File: src/rtl/fractal_sync_rsp_arb.sv
// -----------------------------------------------------------------------------
// fractal_sync_rsp_arb
//
// Round-robin arbiter that drains N synchronization-response FIFOs onto one
// registered valid/ready response channel. It also folds the per-FIFO
// overflow error pulses into a sticky flag and a saturating event counter.
//
// Ports:
//   clk_i         clock (single domain)
//   rst_ni        asynchronous active-low reset
//   empty_i       per-FIFO empty flag (0 = FIFO holds a response)
//   rsp_i         head element of each FIFO (combinational FIFO output)
//   pop_o         one-hot (or zero) pop strobe back to the FIFOs
//   overflow_i    per-FIFO overflow error pulse
//   rsp_o         registered output response (payload passed through untouched)
//   valid_o       rsp_o holds a response
//   ready_i       downstream accepts rsp_o
//   src_o         index of the FIFO rsp_o came from
//   err_sticky_o  set by any overflow, cleared by err_clr_i or reset
//   err_cnt_o     saturating count of overflow events
//   err_clr_i     synchronous clear of err_sticky_o / err_cnt_o
// -----------------------------------------------------------------------------
module fractal_sync_rsp_arb #(
    parameter type         fsync_rsp_t = logic,
    parameter int unsigned N_PORTS     = 2,
    parameter int unsigned ERR_CNT_W   = 8
) (
    input  logic                         clk_i,
    input  logic                         rst_ni,
    input  logic [N_PORTS-1:0]           empty_i,
    input  fsync_rsp_t                   rsp_i [N_PORTS],
    output logic [N_PORTS-1:0]           pop_o,
    input  logic [N_PORTS-1:0]           overflow_i,
    output fsync_rsp_t                   rsp_o,
    output logic                         valid_o,
    input  logic                         ready_i,
    output logic [$clog2(N_PORTS)-1:0]   src_o,
    output logic                         err_sticky_o,
    output logic [ERR_CNT_W-1:0]         err_cnt_o,
    input  logic                         err_clr_i
);

    localparam int unsigned IDX_W = $clog2(N_PORTS);
    localparam int unsigned PC_W  = $clog2(N_PORTS + 1);
    localparam int unsigned SUM_W = ERR_CNT_W + PC_W;

    localparam logic [IDX_W:0]         N_PORTS_L = (IDX_W + 1)'(N_PORTS);
    localparam logic [N_PORTS-1:0]     ONE_HOT_0 = N_PORTS'(1);
    localparam logic [SUM_W-1:0]       CNT_MAX_L = SUM_W'({ERR_CNT_W{1'b1}});

    // A single requester would make the arbiter degenerate; refuse to elaborate.
    if (N_PORTS < 32'd2) begin : g_bad_n_ports
        $fatal(1, "fractal_sync_rsp_arb: N_PORTS must be >= 2");
    end

    // (base + off) mod N_PORTS, valid for base < N_PORTS and off <= N_PORTS
    function automatic logic [IDX_W-1:0] wrap_add(input logic [IDX_W-1:0] base,
                                                  input logic [IDX_W:0]   off);
        logic [IDX_W:0] sum;
        sum = {1'b0, base} + off;
        if (sum >= N_PORTS_L) begin
            sum = sum - N_PORTS_L;
        end else begin
            sum = sum;
        end
        return sum[IDX_W-1:0];
    endfunction

    // Number of set bits in an overflow vector
    function automatic logic [PC_W-1:0] popcount(input logic [N_PORTS-1:0] vec);
        logic [PC_W-1:0] cnt;
        cnt = {PC_W{1'b0}};
        for (int unsigned i = 0; i < N_PORTS; i++) begin
            cnt = cnt + PC_W'(vec[i]);
        end
        return cnt;
    endfunction

    logic [N_PORTS-1:0] w_req;
    logic               w_free;
    logic               w_found;
    logic               w_grant_vld;
    logic [IDX_W-1:0]   w_grant_idx;
    logic [SUM_W-1:0]   w_cnt_sum;
    logic [ERR_CNT_W-1:0] w_cnt_nxt;

    fsync_rsp_t         r_rsp;
    logic               r_valid;
    logic [IDX_W-1:0]   r_src;
    logic [IDX_W-1:0]   r_ptr;
    logic               r_sticky;
    logic [ERR_CNT_W-1:0] r_cnt;

    assign w_req  = ~empty_i;
    // The output slot can take a new response when empty or being drained now.
    assign w_free = ~r_valid | ready_i;

    // Priority search starting at the round-robin pointer, wrapping at N_PORTS-1
    always_comb begin
        w_grant_idx = r_ptr;
        w_found     = 1'b0;
        for (int unsigned i = 0; i < N_PORTS; i++) begin
            if (!w_found && w_req[wrap_add(r_ptr, (IDX_W + 1)'(i))]) begin
                w_grant_idx = wrap_add(r_ptr, (IDX_W + 1)'(i));
                w_found     = 1'b1;
            end else begin
                w_found     = w_found;
            end
        end
    end

    // Gating with rst_ni keeps pops silent while reset is asserted, even though
    // the output slot reads as free then.
    assign w_grant_vld = rst_ni & w_free & w_found;

    // Pop strobe: one-hot on the granted FIFO, otherwise zero
    always_comb begin
        if (w_grant_vld) begin
            pop_o = ONE_HOT_0 << w_grant_idx;
        end else begin
            pop_o = {N_PORTS{1'b0}};
        end
    end

    // Output register, source index and round-robin pointer
    always_ff @(posedge clk_i or negedge rst_ni) begin
        if (!rst_ni) begin
            r_rsp   <= fsync_rsp_t'(0);
            r_valid <= 1'b0;
            r_src   <= {IDX_W{1'b0}};
            r_ptr   <= {IDX_W{1'b0}};
        end else if (w_grant_vld) begin
            r_rsp   <= rsp_i[w_grant_idx];
            r_valid <= 1'b1;
            r_src   <= w_grant_idx;
            r_ptr   <= wrap_add(w_grant_idx, (IDX_W + 1)'(1));
        end else if (r_valid && ready_i) begin
            // Handshake with nothing to refill: slot empties, payload kept.
            r_rsp   <= r_rsp;
            r_valid <= 1'b0;
            r_src   <= r_src;
            r_ptr   <= r_ptr;
        end else begin
            r_rsp   <= r_rsp;
            r_valid <= r_valid;
            r_src   <= r_src;
            r_ptr   <= r_ptr;
        end
    end

    // Saturating next count; the sum is wide enough that it can never wrap
    always_comb begin
        w_cnt_sum = SUM_W'(r_cnt) + SUM_W'(popcount(overflow_i));
        if (w_cnt_sum > CNT_MAX_L) begin
            w_cnt_nxt = {ERR_CNT_W{1'b1}};
        end else begin
            w_cnt_nxt = w_cnt_sum[ERR_CNT_W-1:0];
        end
    end

    // Overflow accounting; a clear wins over same-cycle overflow events
    always_ff @(posedge clk_i or negedge rst_ni) begin
        if (!rst_ni) begin
            r_sticky <= 1'b0;
            r_cnt    <= {ERR_CNT_W{1'b0}};
        end else if (err_clr_i) begin
            r_sticky <= 1'b0;
            r_cnt    <= {ERR_CNT_W{1'b0}};
        end else if (|overflow_i) begin
            r_sticky <= 1'b1;
            r_cnt    <= w_cnt_nxt;
        end else begin
            r_sticky <= r_sticky;
            r_cnt    <= r_cnt;
        end
    end

    assign rsp_o        = r_rsp;
    assign valid_o      = r_valid;
    assign src_o        = r_src;
    assign err_sticky_o = r_sticky;
    assign err_cnt_o    = r_cnt;

endmodule

File: config.mk
export PLATFORM = sky130hd
export DESIGN_NAME = fractal_sync_rsp_arb
export DESIGN_NICKNAME = d
export VERILOG_FILES = /design/src/rtl/fractal_sync_rsp_arb.sv
export SDC_FILE = /design/constraint.sdc
export NUM_CORES = 1
export LEC_CHECK = 0
export ABC_AREA = 0
export BUFFER_PORTS_ARGS = -buffer_cell sky130_fd_sc_hd__buf_2
export CORE_MARGIN = 2
export CORE_UTILIZATION = 42
export DETAILED_ROUTE_END_ITERATION = 16
export PLACE_DENSITY = 0.78
export RECOVER_POWER = 100
export SLEW_MARGIN = 20
export SYNTH_ARGS = -nofsm -noshare
export SYNTH_HDL_FRONTEND = slang
export SYNTH_SLANG_ARGS = --single-unit
export TNS_END_PERCENT = 50
File: constraint.sdc
create_clock -name clk_i -period 1.57 [get_ports clk_i]
set_clock_uncertainty 0.15 [all_clocks]
set_input_delay 0.314 -clock clk_i [delete_from_list [all_inputs] [get_ports clk_i]]
set_output_delay 0.314 -clock clk_i [all_outputs]
set_load 0.02 [all_outputs]
==> results.md <==
- Status: finished with violations
- Violated checks: negative setup slack
- Area growth, synth to finish: 45.6%
- # setup viols final: 9
- Gr ovfl total: 0
- Crit share post-route: 1.11
- Num CTS Buffers: 3
- Synth area leader: dfrtp_1
- Worst hold slack: around 0.15 ns
- Synth Register Bits: 13
- Antenna diodes: 0
- Library cells used by synthesis: 25
- H-tree depth: 1
- Post-synth EDFFs: 0
- Most frequent cell after synthesis: nor2_1
- Max Clock Freq: around 570 MHz
- DR vias: between 600 and 700
- Crit-path cells: maj3_2 -> nor2b_4 -> buf_6
- CTS sink count: 13
- Mux cell area share after synthesis: 0.0445
- Final Net Count: 123
- Initial core utilization: 0.448
- Initial DRC count: 2
- Async S/R FF share, synth: 1.00
- Crit-path max FO: 3
- Static Leak: ~0.45 nW
- CTS tree: yes
- Vias in the first global route: 634
- Post-Syn Area per Cell: 9.11 um^2
- Port bufs: 23
- Die W: 44.1 um
- Layout cells sized above 1: 0.436
- First-pass GRT wire length: 2700 um
- Worst skew pair latency: about 0.27 ns
- WL final: between 1500 and 2000 um
- Adder-Cell Fraction of Synth Area: 0.0631
- Slew margin rel.: 0.768
- P per Cell Area: slightly above 800 nW/um^2
- Final GP Congestion: about 0.8
- Total global-route track usage: 0.195
- Postcts setup bufs: 0
- Worst path max stage delay: around 0.39 ns
- Fin. Hold Viols: 0
- Core area: 1510 um^2
- Slowest cell on the critical path: dfrtp_1
- Crit path kind: reg -> out
- Final ANT Viol Nets: 0
- Synthesized area: just under 700 um^2
- Syn. warnings: 0
- Root buffer cell: clkbuf_4
- Peak supply drop: approximately 0.46 mV
- Slew @ Worst Pin: ~0.35 ns
- Top post-synthesis cells by area: dfrtp_1, nor2_1, nor3_1
- Largest net degree at the start of global routing: 15
- Die footprint: just under 2000 um^2
- CP endpoint kind: output pin
- CP required: between 1 and 1.5 ns
- Worst Hold Class: in -> reg
- Vias per cell: approximately 5.3
- Mapped Cells: 74
- Deepest clock path buffer count: 2
- Die Y: roughly 44 um
- Final Max Tran Viols: 0
- Remaining DRCs: 0
- Largest family of logic cells by synthesized area: simple AND/OR/NAND/NOR gates
- Xor-xnor portion of the synthesized cell area: 0
- Post-DP HPWL: around 1200 um
- Post-route minimum period: 1.75 ns
- Setup TNS: -0.796 ns
- Reg clk slew, reported paths: roughly 0.08 ns
- Register area share after synthesis: 0.482
- Top Ports: 24
- Max-cap violations: 0
- Startpoint Class: flop
- Initial antenna violation count: 0
- Crit path DAT: about 1.3 ns
- Share of the synthesized area in the top cell type: 0.482
- Top FF cell, synth: dfrtp_1
- RSZ-0062 raised after global routing: true
- Final WS setup: -0.176 ns
- Syn_nets: 86
- Placement Rows: 14
- TritonRoute pass-1 iters: 4
- Area fraction in compound gates after synthesis: 0.0649
- Simple-Gate Fraction of Synth Area: 0.317
- Post-synth top cells: nor2_1, dfrtp_1, nand2_1
- WL per Instance: between 10 and 15 um
[flip-flops by register name, summed over array words and instances, names as in the netlist]
| signal | count |
|---|---|
| err_cnt_o | 8 |
| err_sticky_o | 1 |
| r_ptr | 1 |
| rsp_o | 1 |
| src_o | 1 |
| valid_o | 1 |
[timing repair]
item                                    in CTS  in global routing
gates resized for setup                      3                 13
endpoints found under the setup margin      10                 10
pin swaps                                    7                  2
hold buffers                                 1                  0
hold endpoints to repair                    13                  0
[worst max-delay path, delay by kind of cell (launching register included)]
| kind | cells | cell delay (ns) |
|---|---|---|
| buffers and inverters | 1 | 0.12 |
| adder cells (fa/ha/maj) | 1 | 0.36 |
| flip-flops | 1 | 0.39 |
| AND/OR/NAND/NOR | 1 | 0.14 |
[cell usage in the layout, fill, tap and decap left out, drive strengths merged, types with 2 or more instances in the layout]
cell type	count
nor2b	3
clkbuf	10
inv	2
nor3	9
nand2	9
nor2	14
a211oi	2
buf	28
a21oi	2
dfrtp	13
nand4	2
mux2i	3
nand3	2
[power breakdown]
group,total [mW],internal (mW),switching [mW]
combinational,0.217,0.102,0.115
clock,0.206,0.0983,0.108
sequential,0.386,0.364,0.0221
[metal layers]
layer  wire [um]  up-vias  global-route usage
li1            -      323                   -
met1         666      318               0.237
met2         794       21               0.332
met3          81        2              0.0367
met4          10        0              0.0909
met5           0        -                   0
[cell type report]
type	count	area [um^2]
Clock buffer	4	26.3
Sequential cell	13	327
Fill cell	134	524
Tap cell	16	20.0
Multi-Input combinational cell	56	392
Inverter	2	7.51
Timing Repair Buffer	35	210
[worst paths after layout]
check	slack (ns)	startpoint	cells past startpoint	to
max in group asynchronous	0.54	rst_ni	3	err_cnt_o[0]
max reg2reg	-0.09	err_cnt_o[0]	6	err_cnt_o[6]
max	-0.18	r_ptr	3	pop_o[0]
min reg2reg	0.35	valid_o	2	valid_o
min in group asynchronous	0.45	rst_ni	3	valid_o
min	0.15	ready_i	3	valid_o
[cells by family (layout without fill, tap and decap cells)]
group                      count (synthesis)  count (layout)
AOI/OAI and AO/OA                          7               7
adders and majority gates                  3               3
buffers and inverters                      5              41
DFF                                       13              13
muxes                                      3               3
and+or+nand+nor                           43              43
[per-stage QoR]
stage / std cells / total power, mW / setup WS [ns] / cell area, um^2 / util
4_1_cts: 126 / 0.806 / -0.201 / 948 / 0.630
3_3_place_gp: 121 / 0.586 / -0.148 / 902 / 0.599
5_1_grt: 126 / 0.862 / -0.246 / 982 / 0.652
3_5_place_dp: 121 / 0.594 / -0.165 / 902 / 0.599
6_report: 126 / 0.809 / -0.176 / 982 / 0.652
2_1_floorplan: 74 / 0.501 / -0.114 / 696 / -
Note: power is estimated with default switching activity, not from simulation.
